[config.mk]
export PLATFORM = sky130hd
export DESIGN_NAME = lut_arbiter
export DESIGN_NICKNAME = d
export VERILOG_FILES = /design/src/rtl/lut_arbiter.sv
export SDC_FILE = /design/constraint.sdc
export NUM_CORES = 1
export LEC_CHECK = 0
export BUFFER_PORTS_ARGS = -buffer_cell sky130_fd_sc_hd__buf_2
export CAP_MARGIN = 0
export CORE_MARGIN = 10
export CORE_UTILIZATION = 46
export CTS_CLUSTER_SIZE = 16
export DETAILED_ROUTE_END_ITERATION = 7
export PLACE_DENSITY = 0.95
export SLEW_MARGIN = 20
export SYNTH_ARGS = -nofsm -noshare
export SYNTH_HDL_FRONTEND = slang
export SYNTH_SLANG_ARGS = --single-unit
[constraint.sdc]
create_clock -name clk -period 4.75 [get_ports clk]
set_input_delay 0.7125 -clock clk [delete_from_list [all_inputs] [get_ports clk]]
set_output_delay 0.7125 -clock clk [all_outputs]
set_load 0.02 [all_outputs]
[src/rtl/lut_arbiter.sv]
// Shares one registered single-port LUT among four requesters with a one-hot grant.
// Round-robin arbitration by default; define LUT_ARB_FIXED_PRIO_EN for fixed priority (req[0] highest).
module lut_arbiter #(
    parameter int AW = 8,
    parameter int DW = 8
) (
    input  logic            clk,
    input  logic            rst,
    input  logic [3:0]      req,
    input  logic [4*AW-1:0] addr,
    output logic [3:0]      gnt,
    output logic [AW-1:0]   lut_a,
    input  logic [DW-1:0]   lut_qspo,
    output logic [3:0]      rd_valid,
    output logic [DW-1:0]   rd_data,
    output logic            busy
);

    logic [1:0]    base;
    logic [1:0]    gnt_idx;
    logic [1:0]    idx;
    logic          found;
    logic [AW-1:0] lut_a_q;

`ifdef LUT_ARB_FIXED_PRIO_EN
    assign base = 2'd0;
`else
    logic [1:0] ptr;

    assign base = ptr;

    // The pointer moves just past the winner so it becomes lowest priority next cycle.
    always_ff @(posedge clk) begin
        if (rst) begin
            ptr <= 2'd0;
        end else if (found) begin
            ptr <= gnt_idx + 2'd1;
        end
    end
`endif

    // Scan base, base+1, ... mod 4 and take the first asserted request.
    always_comb begin
        found   = 1'b0;
        gnt_idx = 2'd0;
        idx     = 2'd0;
        for (int k = 0; k < 4; k++) begin
            idx = base + 2'(k);
            if (!found && req[idx]) begin
                found   = 1'b1;
                gnt_idx = idx;
            end
        end
    end

    always_comb begin
        gnt = 4'b0000;
        if (found && !rst) begin
            gnt[gnt_idx] = 1'b1;
        end
    end

    assign busy    = |gnt;
    assign rd_data = lut_qspo;

    // The LUT address is steered live on a grant and otherwise parks on the last granted address.
    always_comb begin
        if (rst) begin
            lut_a = '0;
        end else if (|gnt) begin
            lut_a = addr[int'(gnt_idx)*AW +: AW];
        end else begin
            lut_a = lut_a_q;
        end
    end

    always_ff @(posedge clk) begin
        if (rst) begin
            lut_a_q  <= '0;
            rd_valid <= 4'b0000;
        end else begin
            rd_valid <= gnt;
            if (|gnt) begin
                lut_a_q <= lut_a;
            end
        end
    end

endmodule

# ---- Word-level counts from Yosys, hierarchy flattened
# Cells that the tools add are included.
dict set report totals {
  register_bits 14
  output_inout_bits 25
  word_cells 45
  input_bits 46
}
dict set report op_classes {
  n_shift 1
  addsub 4
  n_lt_le_gt_ge 6
  n_mux 21
  n_reduce_logical 10
}
# operator n
set ops {}
lappend ops {{$shiftx A32 B6 Y8} 1}
lappend ops {{$mux W8} 2}
lappend ops {{$lt A2 B3 Y1 const B} 5}
lappend ops {{$mux W1} 9}
lappend ops {{$bmux W1 S2} 4}
lappend ops {{$mux W2} 4}
lappend ops {{$logic_and A1 B1 Y1} 5}
lappend ops {{$add A2 B1 Y2 const B} 2}
lappend ops {{$add A2 B2 Y2 const B} 2}
lappend ops {{$logic_not A1 Y1} 4}
lappend ops {{$mux W4} 1}
lappend ops {{$reduce_or A4 Y1} 1}
lappend ops {{$demux W1 S2} 1}
lappend ops {{$ge A2 B1 Y1 const B} 1}

# ---- Longest topological paths before layout
# Gate-level depths: netlist of the first run.
dict set report depth {
  ltp_word 20
  ltp_mapped 11
}

# ---- Worst setup path after synthesis of the first run
# Ideal clock, no wire load.
dict set report synth_timing {
  kind {input port to output port}
  startpoint {input port req[0]}
  endpoint {output port lut_a[0]}
  arrival_time_ns 2.649
  slack_ns 1.388
  required_ns 4.038
  cell_stages 11
  path_cell_list {nand2_1 -> o22a_1 -> buf_6 -> nand2_8 -> buf_6 -> inv_1 -> ha_1 -> o41ai_2 -> buf_6 -> nand3b_1 -> o31ai_1}
}
dict set report synth_via {
  elab_chain_cells 20
  elab_cells_between_ends 33
  cone_classes {2 x order compare; 1 x shift; 21 x mux; 9 x reduce/logical}
}
# element line
set synth_lines {}
lappend synth_lines {{start, declared} 9} ;# input logic [3:0] req,
lappend synth_lines {{$bmux W1 S2} 49} ;# if (!found && req[idx]) begin
lappend synth_lines {{$mux W1 (implied by the code)} 49}
lappend synth_lines {{$mux W1} 49}
lappend synth_lines {{$logic_not A1 Y1} 49}
lappend synth_lines {{$logic_and A1 B1 Y1} 49}
lappend synth_lines {{$mux W1} 49}
lappend synth_lines {{$logic_not A1 Y1} 49}
lappend synth_lines {{$logic_and A1 B1 Y1} 49}
lappend synth_lines {{(+4 left out)} n/a}
lappend synth_lines {{$lt A2 B3 Y1 (implied by the code) / $ge A2 B1 Y1 (equally long branches)} 59} ;# gnt[gnt_idx] = 1'b1;
lappend synth_lines {{$logic_and A1 B1 Y1 (implied by the code)} 59}
lappend synth_lines {{$mux W1 (implied by the code)} 59}
lappend synth_lines {{$demux W1 S2} 59}
lappend synth_lines {{$mux W4} 58} ;# if (found && !rst) begin
lappend synth_lines {{$reduce_or A4 Y1} 70} ;# end else if (|gnt) begin
lappend synth_lines {{$mux W8 (*)} 70}
lappend synth_lines {{$mux W8 (*)} 68} ;# if (rst) begin
lappend synth_lines {{end, declared} 12} ;# output logic [AW-1:0] lut_a,
# Every way passes the cells marked *; elsewhere a longest branch is shown, timed or not. The select of a mux whose other input is x is not followed.

# ---- Final worst setup path of the first run
dict set report layout_timing {
  startpoint {input port req[2]}
  endpoint {output port lut_a[6]}
}
# Same word-level chain as after synthesis.

==> results of run 1 <==
[stage by stage]
| step | cell area, µm² | cells | total power [W] | hold slack [ns] | setup slack [ns] |
|---|---|---|---|---|---|
| finish | 1400 | 195 | 0.000507 | 0.512 | 0.875 |
| detailed placement | 1380 | 192 | 0.000443 | 0.487 | 0.936 |
| global route | 1400 | 195 | 0.000541 | 0.535 | 0.702 |
| CTS | 1400 | 195 | 0.000510 | 0.513 | 0.896 |
| global placement | 1380 | 192 | 0.000436 | 0.481 | 0.992 |
| floorplan | 1170 | 121 | 0.000383 | 0.464 | 1.39 |
[routing by layer]
| metal | global-route usage | wire length, µm | vias to the layer above |
|---|---|---|---|
| met4 | 0.0373 | 35 | 0 |
| met1 | 0.126 | 1320 | 506 |
| li1 | - | - | 543 |
| met2 | 0.182 | 1420 | 54 |
| met5 | 0 | 0 | - |
| met3 | 0.0466 | 333 | 4 |
[Yosys cell counts]
cell type | n | area share
sky130_fd_sc_hd__nand2_1 | 1 | 0.0032
sky130_fd_sc_hd__nor2b_1 | 2 | 0.011
sky130_fd_sc_hd__ha_1 | 4 | 0.043
sky130_fd_sc_hd__a221o_1 | 1 | 0.0086
sky130_fd_sc_hd__clkinv_4 | 1 | 0.0075
sky130_fd_sc_hd__a21o_2 | 1 | 0.0075
sky130_fd_sc_hd__buf_6 | 5 | 0.048
sky130_fd_sc_hd__buf_4 | 9 | 0.058
sky130_fd_sc_hd__o41ai_2 | 1 | 0.014
sky130_fd_sc_hd__nor2_2 | 1 | 0.0054
sky130_fd_sc_hd__nor2_1 | 1 | 0.0032
sky130_fd_sc_hd__nand2_8 | 1 | 0.017
sky130_fd_sc_hd__o21ai_0 | 1 | 0.0043
sky130_fd_sc_hd__nand2b_1 | 2 | 0.011
sky130_fd_sc_hd__a221oi_2 | 10 | 0.13
sky130_fd_sc_hd__o21bai_1 | 1 | 0.0064
sky130_fd_sc_hd__a21oi_1 | 1 | 0.0043
sky130_fd_sc_hd__nor4_1 | 1 | 0.0054
sky130_fd_sc_hd__and2_1 | 23 | 0.12
sky130_fd_sc_hd__clkbuf_1 | 1 | 0.0032
sky130_fd_sc_hd__dfxtp_1 | 14 | 0.24
sky130_fd_sc_hd__buf_2 | 1 | 0.0043
sky130_fd_sc_hd__o31ai_1 | 16 | 0.10
sky130_fd_sc_hd__nand3b_1 | 8 | 0.051
sky130_fd_sc_hd__mux2i_1 | 2 | 0.017
sky130_fd_sc_hd__a221oi_1 | 6 | 0.045
sky130_fd_sc_hd__inv_1 | 3 | 0.0096
sky130_fd_sc_hd__and2_0 | 2 | 0.011
sky130_fd_sc_hd__o22a_1 | 1 | 0.0075
[how the worst min path moves through the flow]
stage                     depth (start not counted)       start    endpoint  slack (ns)
final                                             2  lut_a_q[0]  lut_a_q[0]        0.51
after global routing                              2  lut_a_q[2]  lut_a_q[2]        0.54
after CTS                                         2  lut_a_q[0]  lut_a_q[0]        0.51
after detailed placement                          2  lut_a_q[0]  lut_a_q[0]        0.49
after global placement                            2  lut_a_q[6]  lut_a_q[6]        0.48
after floorplan                                   2  lut_a_q[0]  lut_a_q[0]        0.46
[registers in the layout (all words and copies together), names as in the netlist]
| register | flops |
|---|---|
| lut_a_q | 8 |
| base | 2 |
| rd_valid | 4 |
[power breakdown]
group	internal (W)	switching [W]
sequential	0.000146	0.0000104
clock	0.0000293	0.0000377
combinational	0.000110	0.000174
[cells by family (layout without fill, tap and decap cells)]
logic type | after synthesis | after routing
compound gates | 39 | 39
buf+inv | 20 | 64
flops | 14 | 14
mux | 2 | 2
simple gates | 42 | 42
fa+ha+maj | 4 | 4
[tightest hold or removal path, cell delays in order (launching register included)]
cell                       delay, ns
sky130_fd_sc_hd__dfxtp_1        0.32
sky130_fd_sc_hd__nand3b_1       0.09
sky130_fd_sc_hd__o31ai_1        0.07
[layout make-up]
cell class / count / area [µm²]
fillers: 224 / 1050
repair buffers: 57 / 293
well taps: 30 / 37.5
flip-flops and latches: 14 / 280
inverters: 4 / 20.0
clock buffers: 3 / 22.5
multi-input cells: 87 / 747
==> metrics.json, run 1 <==
{
  "status": {"value": "finished clean"},
  "slew_headroom": {"value": 0.637},
  "synth.yosys.seq_area_share": {"value": 0.240},
  "count_of_pins_on_the_block_boundary": {"value": 71},
  "yosys_warnings": {"value": 0},
  "critPathArrivalTime": {"value": 3.16, "unit": "ns"},
  "tritoncts_num_sinks": {"value": 14},
  "cts-hold-fix-buffers": {"value": 0},
  "max_cap_viol_count": {"value": 0},
  "synth_top_family_by_area": {"value": "compound AO/OA/AOI/OAI gates"},
  "worstSetupPathType": {"value": "input pin to primary output"},
  "timing.final.crit_share": {"value": 0.816},
  "clk_tree_root_cell": {"value": "sky130_fd_sc_hd__clkbuf_4"},
  "worst-endpoint-required": {"value": 4.04, "unit": "ns"},
  "most_common_cell_after_layout_fill_and_taps_aside": {"value": "sky130_fd_sc_hd__buf_2"},
  "synthesis.area": {"value": 0.00117, "unit": "mm²"},
  "yosys.area_share.xor_xnor": {"value": 0},
  "cts.repair_timing.setup_buffer_count": {"value": 0},
  "synthesized_nets": {"value": 171},
  "area_growth": {"value": 19.8, "unit": "%"},
  "cp_max_fo": {"value": 13},
  "report.final.setup_viol": {"value": 0},
  "crit_path_start_kind": {"value": "input pin"},
  "buffer_and_inverter_count_on_the_worst_path": {"value": 4},
  "critical_path.endpoint": {"value": "lut_a[6]"},
  "end_kind": {"value": "primary output"},
  "wl_per_cell": {"value": 15.9, "unit": "µm"},
  "finalSetupTns": {"value": 0, "unit": "ns"},
  "layout.nets": {"value": 217},
  "reg2reg_setup_slack": {"value": 2.30, "unit": "ns"},
  "most-common-layout-cells": {"value": "sky130_fd_sc_hd__buf_2, sky130_fd_sc_hd__and2_1, sky130_fd_sc_hd__o31ai_1"},
  "crit-reg2reg-capture": {"value": "lut_a_q[6]"},
  "yosys.cell_types.count": {"value": 29},
  "synthCells": {"value": 121},
  "clock_latency_reported_for_the_late_side_of_the_worst_skew_pair": {"value": 0.27, "unit": "ns"},
  "post_synth_fa_ha_maj_area_fraction": {"value": 0.0428},
  "worst_path_dominant_cell_family": {"value": "buffers and inverters"},
  "ant_nets": {"value": 0},
  "die_w": {"value": 70.4, "unit": "µm"},
  "initial_standard_cell_utilization_of_the_core": {"value": 0.476},
  "max_freq": {"value": 258, "unit": "MHz"},
  "critPathMostFrequentCell": {"value": "sky130_fd_sc_hd__buf_2"},
  "vias": {"value": 1107},
  "fraction_of_the_mapped_netlist_area_in_compound_gates": {"value": 0.329},
  "critical_path.cell_chain": {"value": "buf_2 > nor2b_1 > a221o_1 > and2_1 > clkinv_4 > ha_1 > o41ai_4 > buf_4 > nand3b_1 > o31ai_1 > buf_2"},
  "cts_tree": {"value": "yes"},
  "syn_avg_cell_area": {"value": 9.66, "unit": "µm²"},
  "tightestPinTransition": {"value": 0.540, "unit": "ns"},
  "final_util": {"value": 0.570},
  "rr_worst_depth": {"value": 9},
  "antenna_cells": {"value": 0},
  "grt_first_pass_wirelength": {"value": 4760, "unit": "µm"},
  "critical-path-slowest-cell": {"value": "sky130_fd_sc_hd__and2_1"},
  "route.detailed.vias_per_inst": {"value": 5.68},
  "cts_resized": {"value": 0},
  "clock_skew": {"value": 0.00592, "unit": "ns"},
  "r2r_start": {"value": "base[1]"},
  "numCtsBuffers": {"value": 3},
  "drt_iter0_drc": {"value": 27},
  "drc_errors": {"value": 0},
  "grt.overflow.total": {"value": 0},
  "yosys-mux-area-fraction": {"value": 0.0171},
  "place.gp.congestion": {"value": 0.708},
  "total_die_area": {"value": 0.00496, "unit": "mm²"},
  "clock_transition_time_at_the_flip_flop_clock_pins_of_the_worst_setup_and_hold_paths": {"value": 0.08, "unit": "ns"},
  "max-vdd-ir-drop": {"value": 0.222, "unit": "mV"},
  "worst_setup_path_startpoint": {"value": "req[2]"},
  "clockBufferDepth": {"value": 2},
  "fp.dieH": {"value": 70.4, "unit": "µm"},
  "grt_util_all_layers": {"value": 0.111},
  "num_rows": {"value": 18},
  "htree_num_levels": {"value": 1},
  "layout-drive-gt1-share": {"value": 0.455},
  "rsz0062_at_grt": {"value": "no"},
  "critical-path-max-stage-delay": {"value": 0.46, "unit": "ns"},
  "post-route-min-period": {"value": 3.87, "unit": "ns"},
  "core_area": {"value": 0.00245, "unit": "mm²"},
  "path_depth": {"value": 11},
  "worst_hold_class": {"value": "flop to flop"},
  "finalHoldViolations": {"value": 0},
  "drt_first_pass_iters": {"value": 4},
  "final_count_of_pins_violating_max_slew": {"value": 0},
  "routed_wirelength": {"value": 3110, "unit": "µm"},
  "powerDensity": {"value": 362, "unit": "mW/mm²"},
  "post_synth_and_or_nand_nor_area_fraction": {"value": 0.241},
  "hpwl": {"value": 2530, "unit": "µm"},
  "numPortBuffers": {"value": 54},
  "first_global_vias": {"value": 1116},
  "grt_antenna_before_repair": {"value": 0},
  "power.static_leakage": {"value": 0.634, "unit": "nW"},
  "grt_max_degree": {"value": 20},
  "ys_seq_elements": {"value": 14}
}
Note: power is estimated with default switching activity, not from simulation.
==> run 2: changes to the inputs <==
CORE_ASPECT_RATIO = 0.5   (was unset)
CORE_UTILIZATION = 39   (was 46)
PLACE_DENSITY = 0.86   (was 0.95)
clock period = 3.5 ns   (was 4.75 ns; I/O delays follow)
==> metrics.json, run 2 (synthesized netlist as in run 1, its figures left out) <==
{
  "status": {"value": "finished clean", "change": "unchanged"},
  "crit_path_start_kind": {"value": "flop", "change": "was input pin"},
  "initial_standard_cell_utilization_of_the_core": {"value": 0.428, "change": "was 0.476"},
  "final_count_of_pins_violating_max_slew": {"value": 0, "change": "unchanged"},
  "core_area": {"value": 0.00273, "unit": "mm²", "change": "was 0.00245 mm²"},
  "finalHoldViolations": {"value": 0, "change": "unchanged"},
  "first_global_vias": {"value": 1115, "change": "was 1,116"},
  "buffer_and_inverter_count_on_the_worst_path": {"value": 3, "change": "was 4"},
  "clockBufferDepth": {"value": 2, "change": "unchanged"},
  "tightestPinTransition": {"value": 0.487, "unit": "ns", "change": "was 0.540 ns"},
  "cts_resized": {"value": 0, "change": "unchanged"},
  "htree_num_levels": {"value": 1, "change": "unchanged"},
  "count_of_pins_on_the_block_boundary": {"value": 71, "change": "unchanged"},
  "finalSetupTns": {"value": 0, "unit": "ns", "change": "unchanged"},
  "numCtsBuffers": {"value": 3, "change": "unchanged"},
  "clock_transition_time_at_the_flip_flop_clock_pins_of_the_worst_setup_and_hold_paths": {"value": 0.06, "unit": "ns", "change": "was 0.08 ns"},
  "number_of_flip_flops_in_the_largest_register": {"value": 8, "change": "unchanged"},
  "layout-drive-gt1-share": {"value": 0.464, "change": "was 0.455"},
  "cts-hold-fix-buffers": {"value": 0, "change": "unchanged"},
  "hpwl": {"value": 2480, "unit": "µm", "change": "was 2530 µm"},
  "max-vdd-ir-drop": {"value": 0.221, "unit": "mV", "change": "was 0.222 mV"},
  "clk_tree_root_cell": {"value": "sky130_fd_sc_hd__clkbuf_8", "change": "was sky130_fd_sc_hd__clkbuf_4"},
  "critPathArrivalTime": {"value": 2.74, "unit": "ns", "change": "was 3.16 ns"},
  "reg2reg_setup_slack": {"value": 1.12, "unit": "ns", "change": "was 2.30 ns"},
  "max_cap_viol_count": {"value": 0, "change": "unchanged"},
  "grt.overflow.total": {"value": 0, "change": "unchanged"},
  "most-common-layout-cells": {"value": "sky130_fd_sc_hd__buf_2, sky130_fd_sc_hd__and2_1, sky130_fd_sc_hd__o31ai_1", "change": "unchanged"},
  "filler_cells": {"value": 243, "change": "was 224"},
  "dpl-instance-area": {"value": 0.00139, "unit": "mm²", "change": "was 0.00138 mm²"},
  "die_w": {"value": 97.4, "unit": "µm", "change": "was 70.4 µm"},
  "wirelength_met1": {"value": 1250, "unit": "µm", "change": "was 1320 µm"},
  "antenna_cells": {"value": 0, "change": "unchanged"},
  "drt_iter0_drc": {"value": 67, "change": "was 27"},
  "powerDensity": {"value": 524, "unit": "mW/mm²", "change": "was 362 mW/mm²"},
  "num_rows": {"value": 13, "change": "was 18"},
  "rsz0062_at_grt": {"value": "no", "change": "unchanged"},
  "grt_antenna_before_repair": {"value": 0, "change": "unchanged"},
  "critical-path-max-stage-delay": {"value": 0.35, "unit": "ns", "change": "was 0.46 ns"},
  "layout.nets": {"value": 217, "change": "unchanged"},
  "grt_util_all_layers": {"value": 0.104, "change": "was 0.111"},
  "numPortBuffers": {"value": 54, "change": "unchanged"},
  "fp.dieH": {"value": 58.7, "unit": "µm", "change": "was 70.4 µm"},
  "worstSetupPathType": {"value": "flop to primary output", "change": "was input pin to primary output"},
  "critical_path.cell_chain": {"value": "nand2b_1 > a21o_2 > nand2_8 > inv_1 > ha_1 > o41ai_4 > buf_4 > nand3b_1 > o31ai_1 > buf_2", "change": "was buf_2 > nor2b_1 > a221o_1 > and2_1 > clkinv_4 > ha_1 > o41ai_4 > buf_4 > nand3b_1 > o31ai_1 > buf_2"},
  "grt_first_pass_wirelength": {"value": 5040, "unit": "µm", "change": "was 4760 µm"},
  "stdcell_count": {"value": 203, "change": "was 195"},
  "clock_latency_reported_for_the_late_side_of_the_worst_skew_pair": {"value": 0.24, "unit": "ns", "change": "was 0.27 ns"},
  "dp.cells": {"value": 199, "change": "was 192"},
  "clock_skew": {"value": 0.00217, "unit": "ns", "change": "was 0.00592 ns"},
  "end_kind": {"value": "primary output", "change": "unchanged"},
  "hold_ws": {"value": 0.503, "unit": "ns", "change": "was 0.512 ns"},
  "slew_headroom": {"value": 0.672, "change": "was 0.637"},
  "cts_tree": {"value": "yes", "change": "unchanged"},
  "post-route-min-period": {"value": 3.26, "unit": "ns"},
  "report.final.setup_viol": {"value": 0, "change": "unchanged"},
  "wl_met2": {"value": 1720, "unit": "µm", "change": "was 1420 µm"},
  "place.gp.congestion": {"value": 0.774, "change": "was 0.708"},
  "power.static_leakage": {"value": 0.650, "unit": "nW", "change": "was 0.634 nW"},
  "route.detailed.vias_per_inst": {"value": 5.41, "change": "was 5.68"},
  "worst-endpoint-required": {"value": 2.97, "unit": "ns", "change": "was 4.04 ns"},
  "grt_max_degree": {"value": 26, "change": "was 20"},
  "total_die_area": {"value": 0.00572, "unit": "mm²", "change": "was 0.00496 mm²"},
  "timing.final.crit_share": {"value": 0.932},
  "worst_path_dominant_cell_family": {"value": "compound AO/OA/AOI/OAI gates", "change": "was buffers and inverters"},
  "area_growth": {"value": 23.4, "unit": "%", "change": "was 19.8%"},
  "tritoncts_num_sinks": {"value": 14, "change": "unchanged"},
  "cts.repair_timing.setup_buffer_count": {"value": 0, "change": "unchanged"},
  "top_signal_layer_used": {"value": "met4", "change": "unchanged"},
  "wl_per_cell": {"value": 15.4, "unit": "µm", "change": "was 15.9 µm"},
  "critical-path-slowest-cell": {"value": "sky130_fd_sc_hd__dfxtp_1", "change": "was sky130_fd_sc_hd__and2_1"},
  "routed_wirelength": {"value": 3130, "unit": "µm", "change": "was 3110 µm"},
  "met3_length": {"value": 102, "unit": "µm", "change": "was 333 µm"},
  "most_common_cell_after_layout_fill_and_taps_aside": {"value": "sky130_fd_sc_hd__buf_2", "change": "unchanged"},
  "vias": {"value": 1099, "change": "was 1,107"},
  "cp_max_fo": {"value": 25, "change": "was 13"},
  "final_design_area_no_fill": {"value": 0.00144, "unit": "mm²", "change": "was 0.00140 mm²"},
  "max_freq": {"value": 307, "unit": "MHz"},
  "worst_hold_class": {"value": "flop to flop", "change": "unchanged"},
  "ant_nets": {"value": 0, "change": "unchanged"},
  "drc_errors": {"value": 0, "change": "unchanged"},
  "max_flop_register": {"value": "lut_a_q", "change": "unchanged"},
  "drt_first_pass_iters": {"value": 4, "change": "unchanged"}
}
## run 2: cell count changes in the layout (fill, tap and decap cells not counted), sizes merged
cell and change:
clkbuf +1
## run 2: final timing paths
check,from,end,cells past startpoint
max reg2reg,base[1],lut_a_q[7],9
min reg2reg,lut_a_q[0],lut_a_q[0],2
min,lut_a_q[0],lut_a_q[0],2
max,base[1],lut_a[6],10
## run 2: cell type report
cell class	count	area, µm²	share of cell area
multi-input combinational	87	748	0.519
timing repair buffer	57	293	0.203
sequential	14	280	0.194
clock buffer	4	55.1	0.0382
tap	37	46.3	0.0321
inverter	4	20.0	0.0139
## run 2: worst reg2reg max path: stages, from the launching register on
cell                       delay [ns]
sky130_fd_sc_hd__dfxtp_1         0.35
sky130_fd_sc_hd__nand2b_1        0.19
sky130_fd_sc_hd__a21o_2          0.34
sky130_fd_sc_hd__nand2_8         0.20
sky130_fd_sc_hd__inv_1           0.08
sky130_fd_sc_hd__ha_1            0.23
sky130_fd_sc_hd__o41ai_4         0.34
sky130_fd_sc_hd__buf_4           0.30
sky130_fd_sc_hd__nand3b_1        0.16
sky130_fd_sc_hd__o31ai_1         0.10
## run 2: report_power, final
part	switching, W	internal [W]	total, W
clock	0.0000559	0.0000996	0.000155
combinational	0.000238	0.000150	0.000388
sequential	0.0000138	0.000198	0.000212
## run 2: per-layer routing
metal / GRT usage / vias up
met5: 0 / -
met4: 0.0535 / 0
met3: 0.0210 / 8
met2: 0.200 / 28
met1: 0.107 / 520
li1: - / 543
## run 2: per-stage QoR
stage          setup slack (ns)  total power (W)  utilization
4_1_cts                  0.0924         0.000760        0.527
2_1_floorplan             0.513         0.000519            -
6_report                  0.238         0.000756        0.528
5_1_grt                  0.0547         0.000806        0.528
3_5_place_dp              0.115         0.000601        0.507
3_3_place_gp              0.225         0.000590        0.507
==> run 3: changes to the inputs <==
CORE_ASPECT_RATIO = 0.8   (was 0.5)
CORE_MARGIN = 4   (was 10)
==> metrics.json, run 3 (synthesized netlist as in run 1, its figures left out) <==
{
  "status": {"value": "finished clean", "change": "unchanged"},
  "numPortBuffers": {"value": 54, "change": "unchanged"},
  "cts_resized": {"value": 0, "change": "unchanged"},
  "critical-path-max-stage-delay": {"value": 0.35, "unit": "ns", "change": "about the same"},
  "max-vdd-ir-drop": {"value": 0.159, "unit": "mV", "change": "was 0.221 mV"},
  "routed_wirelength": {"value": 2880, "unit": "µm", "change": "was 3130 µm"},
  "grt_util_all_layers": {"value": 0.140, "change": "was 0.104"},
  "rsz0062_at_grt": {"value": "no", "change": "unchanged"},
  "power.static_leakage": {"value": 0.650, "unit": "nW", "change": "about the same"},
  "vias": {"value": 1100, "change": "was 1,099"},
  "hold_ws": {"value": 0.506, "unit": "ns", "change": "was 0.503 ns"},
  "drc_errors": {"value": 0, "change": "unchanged"},
  "grt_first_pass_wirelength": {"value": 4510, "unit": "µm", "change": "was 5040 µm"},
  "core_area": {"value": 0.00281, "unit": "mm²", "change": "was 0.00273 mm²"},
  "area_growth": {"value": 23.4, "unit": "%", "change": "unchanged"},
  "route.detailed.vias_per_inst": {"value": 5.39, "change": "was 5.41"},
  "clock_skew": {"value": 0.00427, "unit": "ns", "change": "was 0.00217 ns"},
  "report.final.setup_viol": {"value": 0, "change": "unchanged"},
  "fp.dieH": {"value": 57.0, "unit": "µm", "change": "was 58.7 µm"},
  "cts.repair_timing.setup_buffer_count": {"value": 0, "change": "unchanged"},
  "max_freq": {"value": 308, "unit": "MHz", "change": "was 307 MHz"},
  "cts_tree": {"value": "yes", "change": "unchanged"},
  "tritoncts_num_sinks": {"value": 14, "change": "unchanged"},
  "clock_transition_time_at_the_flip_flop_clock_pins_of_the_worst_setup_and_hold_paths": {"value": 0.06, "unit": "ns", "change": "about the same"},
  "hpwl": {"value": 2320, "unit": "µm", "change": "was 2480 µm"},
  "num_rows": {"value": 17, "change": "was 13"},
  "worstSetupPathType": {"value": "flop to primary output", "change": "unchanged"},
  "layout-drive-gt1-share": {"value": 0.458, "change": "was 0.464"},
  "ant_nets": {"value": 0, "change": "unchanged"},
  "cts-hold-fix-buffers": {"value": 0, "change": "unchanged"},
  "most-common-layout-cells": {"value": "sky130_fd_sc_hd__buf_2, sky130_fd_sc_hd__and2_1, sky130_fd_sc_hd__o31ai_1", "change": "unchanged"},
  "antenna_cells": {"value": 0, "change": "unchanged"},
  "tightestPinTransition": {"value": 0.575, "unit": "ns", "change": "was 0.487 ns"},
  "worst_hold_class": {"value": "flop to flop", "change": "unchanged"},
  "finalHoldViolations": {"value": 0, "change": "unchanged"},
  "most_common_cell_after_layout_fill_and_taps_aside": {"value": "sky130_fd_sc_hd__buf_2", "change": "unchanged"},
  "post-route-min-period": {"value": 3.24, "unit": "ns", "change": "was 3.26 ns"},
  "grt_max_degree": {"value": 26, "change": "unchanged"},
  "critPathArrivalTime": {"value": 2.72, "unit": "ns", "change": "was 2.74 ns"},
  "end_kind": {"value": "primary output", "change": "unchanged"},
  "count_of_pins_on_the_block_boundary": {"value": 71, "change": "unchanged"},
  "total_die_area": {"value": 0.00394, "unit": "mm²", "change": "was 0.00572 mm²"},
  "cp_max_fo": {"value": 25, "change": "unchanged"},
  "timing.final.crit_share": {"value": 0.927, "change": "was 0.932"},
  "max_cap_viol_count": {"value": 0, "change": "unchanged"},
  "layout.nets": {"value": 217, "change": "unchanged"},
  "critical_path.cell_chain": {"value": "nand2b_1 > a21o_2 > nand2_8 > inv_1 > ha_1 > o41ai_4 > buf_4 > nand3b_1 > o31ai_1 > buf_2", "change": "unchanged"},
  "initial_standard_cell_utilization_of_the_core": {"value": 0.416, "change": "was 0.428"},
  "finalSetupTns": {"value": 0, "unit": "ns", "change": "unchanged"},
  "crit_path_start_kind": {"value": "flop", "change": "unchanged"},
  "clock_latency_reported_for_the_late_side_of_the_worst_skew_pair": {"value": 0.25, "unit": "ns", "change": "was 0.24 ns"},
  "wl_per_cell": {"value": 14.1, "unit": "µm", "change": "was 15.4 µm"},
  "grt_antenna_before_repair": {"value": 0, "change": "unchanged"},
  "htree_num_levels": {"value": 1, "change": "unchanged"},
  "number_of_flip_flops_in_the_largest_register": {"value": 8, "change": "unchanged"},
  "numCtsBuffers": {"value": 3, "change": "unchanged"},
  "clk_tree_root_cell": {"value": "sky130_fd_sc_hd__clkbuf_8", "change": "unchanged"},
  "clockBufferDepth": {"value": 2, "change": "unchanged"},
  "critical-path-slowest-cell": {"value": "sky130_fd_sc_hd__o41ai_4", "change": "was sky130_fd_sc_hd__dfxtp_1"},
  "first_global_vias": {"value": 1030, "change": "was 1,115"},
  "worst-endpoint-required": {"value": 2.97, "unit": "ns", "change": "about the same"},
  "max_flop_register": {"value": "lut_a_q", "change": "unchanged"},
  "place.gp.congestion": {"value": 0.823, "change": "was 0.774"},
  "slew_headroom": {"value": 0.613, "change": "was 0.672"},
  "die_w": {"value": 69.2, "unit": "µm", "change": "was 97.4 µm"},
  "final_count_of_pins_violating_max_slew": {"value": 0, "change": "unchanged"},
  "drt_iter0_drc": {"value": 36, "change": "was 67"},
  "grt.overflow.total": {"value": 0, "change": "unchanged"},
  "powerDensity": {"value": 521, "unit": "mW/mm²", "change": "was 524 mW/mm²"},
  "drt_first_pass_iters": {"value": 4, "change": "unchanged"}
}
[run 3: layout make-up]
type	count	area, µm²
fillers	284	1370
multi-input cells	87	747
repair buffers	57	293
flip-flops and latches	14	280
clock buffers	4	55.1
well taps	38	47.5
inverters	4	20.0
[run 3: worst paths after layout]
| kind | start | end | slack, ns | cells past startpoint |
|---|---|---|---|---|
| max | base[1] | lut_a[1] | 0.26 | 10 |
| min | lut_a_q[1] | lut_a_q[1] | 0.51 | 2 |
| max reg2reg | base[1] | lut_a_q[6] | 1.14 | 9 |
| min reg2reg | lut_a_q[1] | lut_a_q[1] | 0.51 | 2 |
[run 3: per-layer routing]
layer / track usage / share of wire / vias up
met2: 0.254 / 0.54 / 27
li1: - / - / 547
met4: 0.0613 / 0.018 / 0
met3: 0.0423 / 0.060 / 8
met1: 0.152 / 0.39 / 518
met5: 0 / 0 / -
[run 3: critical path, delay by kind of cell (launching register included)]
family                     cells  cell delay [ns]
adders and majority gates      1             0.23
buffers and inverters          3             0.61
and+or+nand+nor                3             0.49
AOI/OAI and AO/OA              3             0.78
DFF                            1             0.34
[run 3: power breakdown]
group          switching, W  leakage, nW  internal [W]  total, W
combinational      0.000234        0.505      0.000149  0.000383
sequential        0.0000137        0.116      0.000198  0.000212
clock             0.0000569       0.0288     0.0000997  0.000157
[run 3: metrics by stage]
stage / area (µm²) / cells / setup WS (ns) / util / power [W]
2_1_floorplan: 1170 / 121 / 0.513 / - / 0.000519
3_3_place_gp: 1390 / 200 / 0.371 / 0.494 / 0.000592
3_5_place_dp: 1390 / 200 / 0.274 / 0.494 / 0.000601
4_1_cts: 1440 / 204 / 0.238 / 0.514 / 0.000763
5_1_grt: 1440 / 204 / 0.0724 / 0.514 / 0.000802
6_report: 1440 / 204 / 0.256 / 0.514 / 0.000752
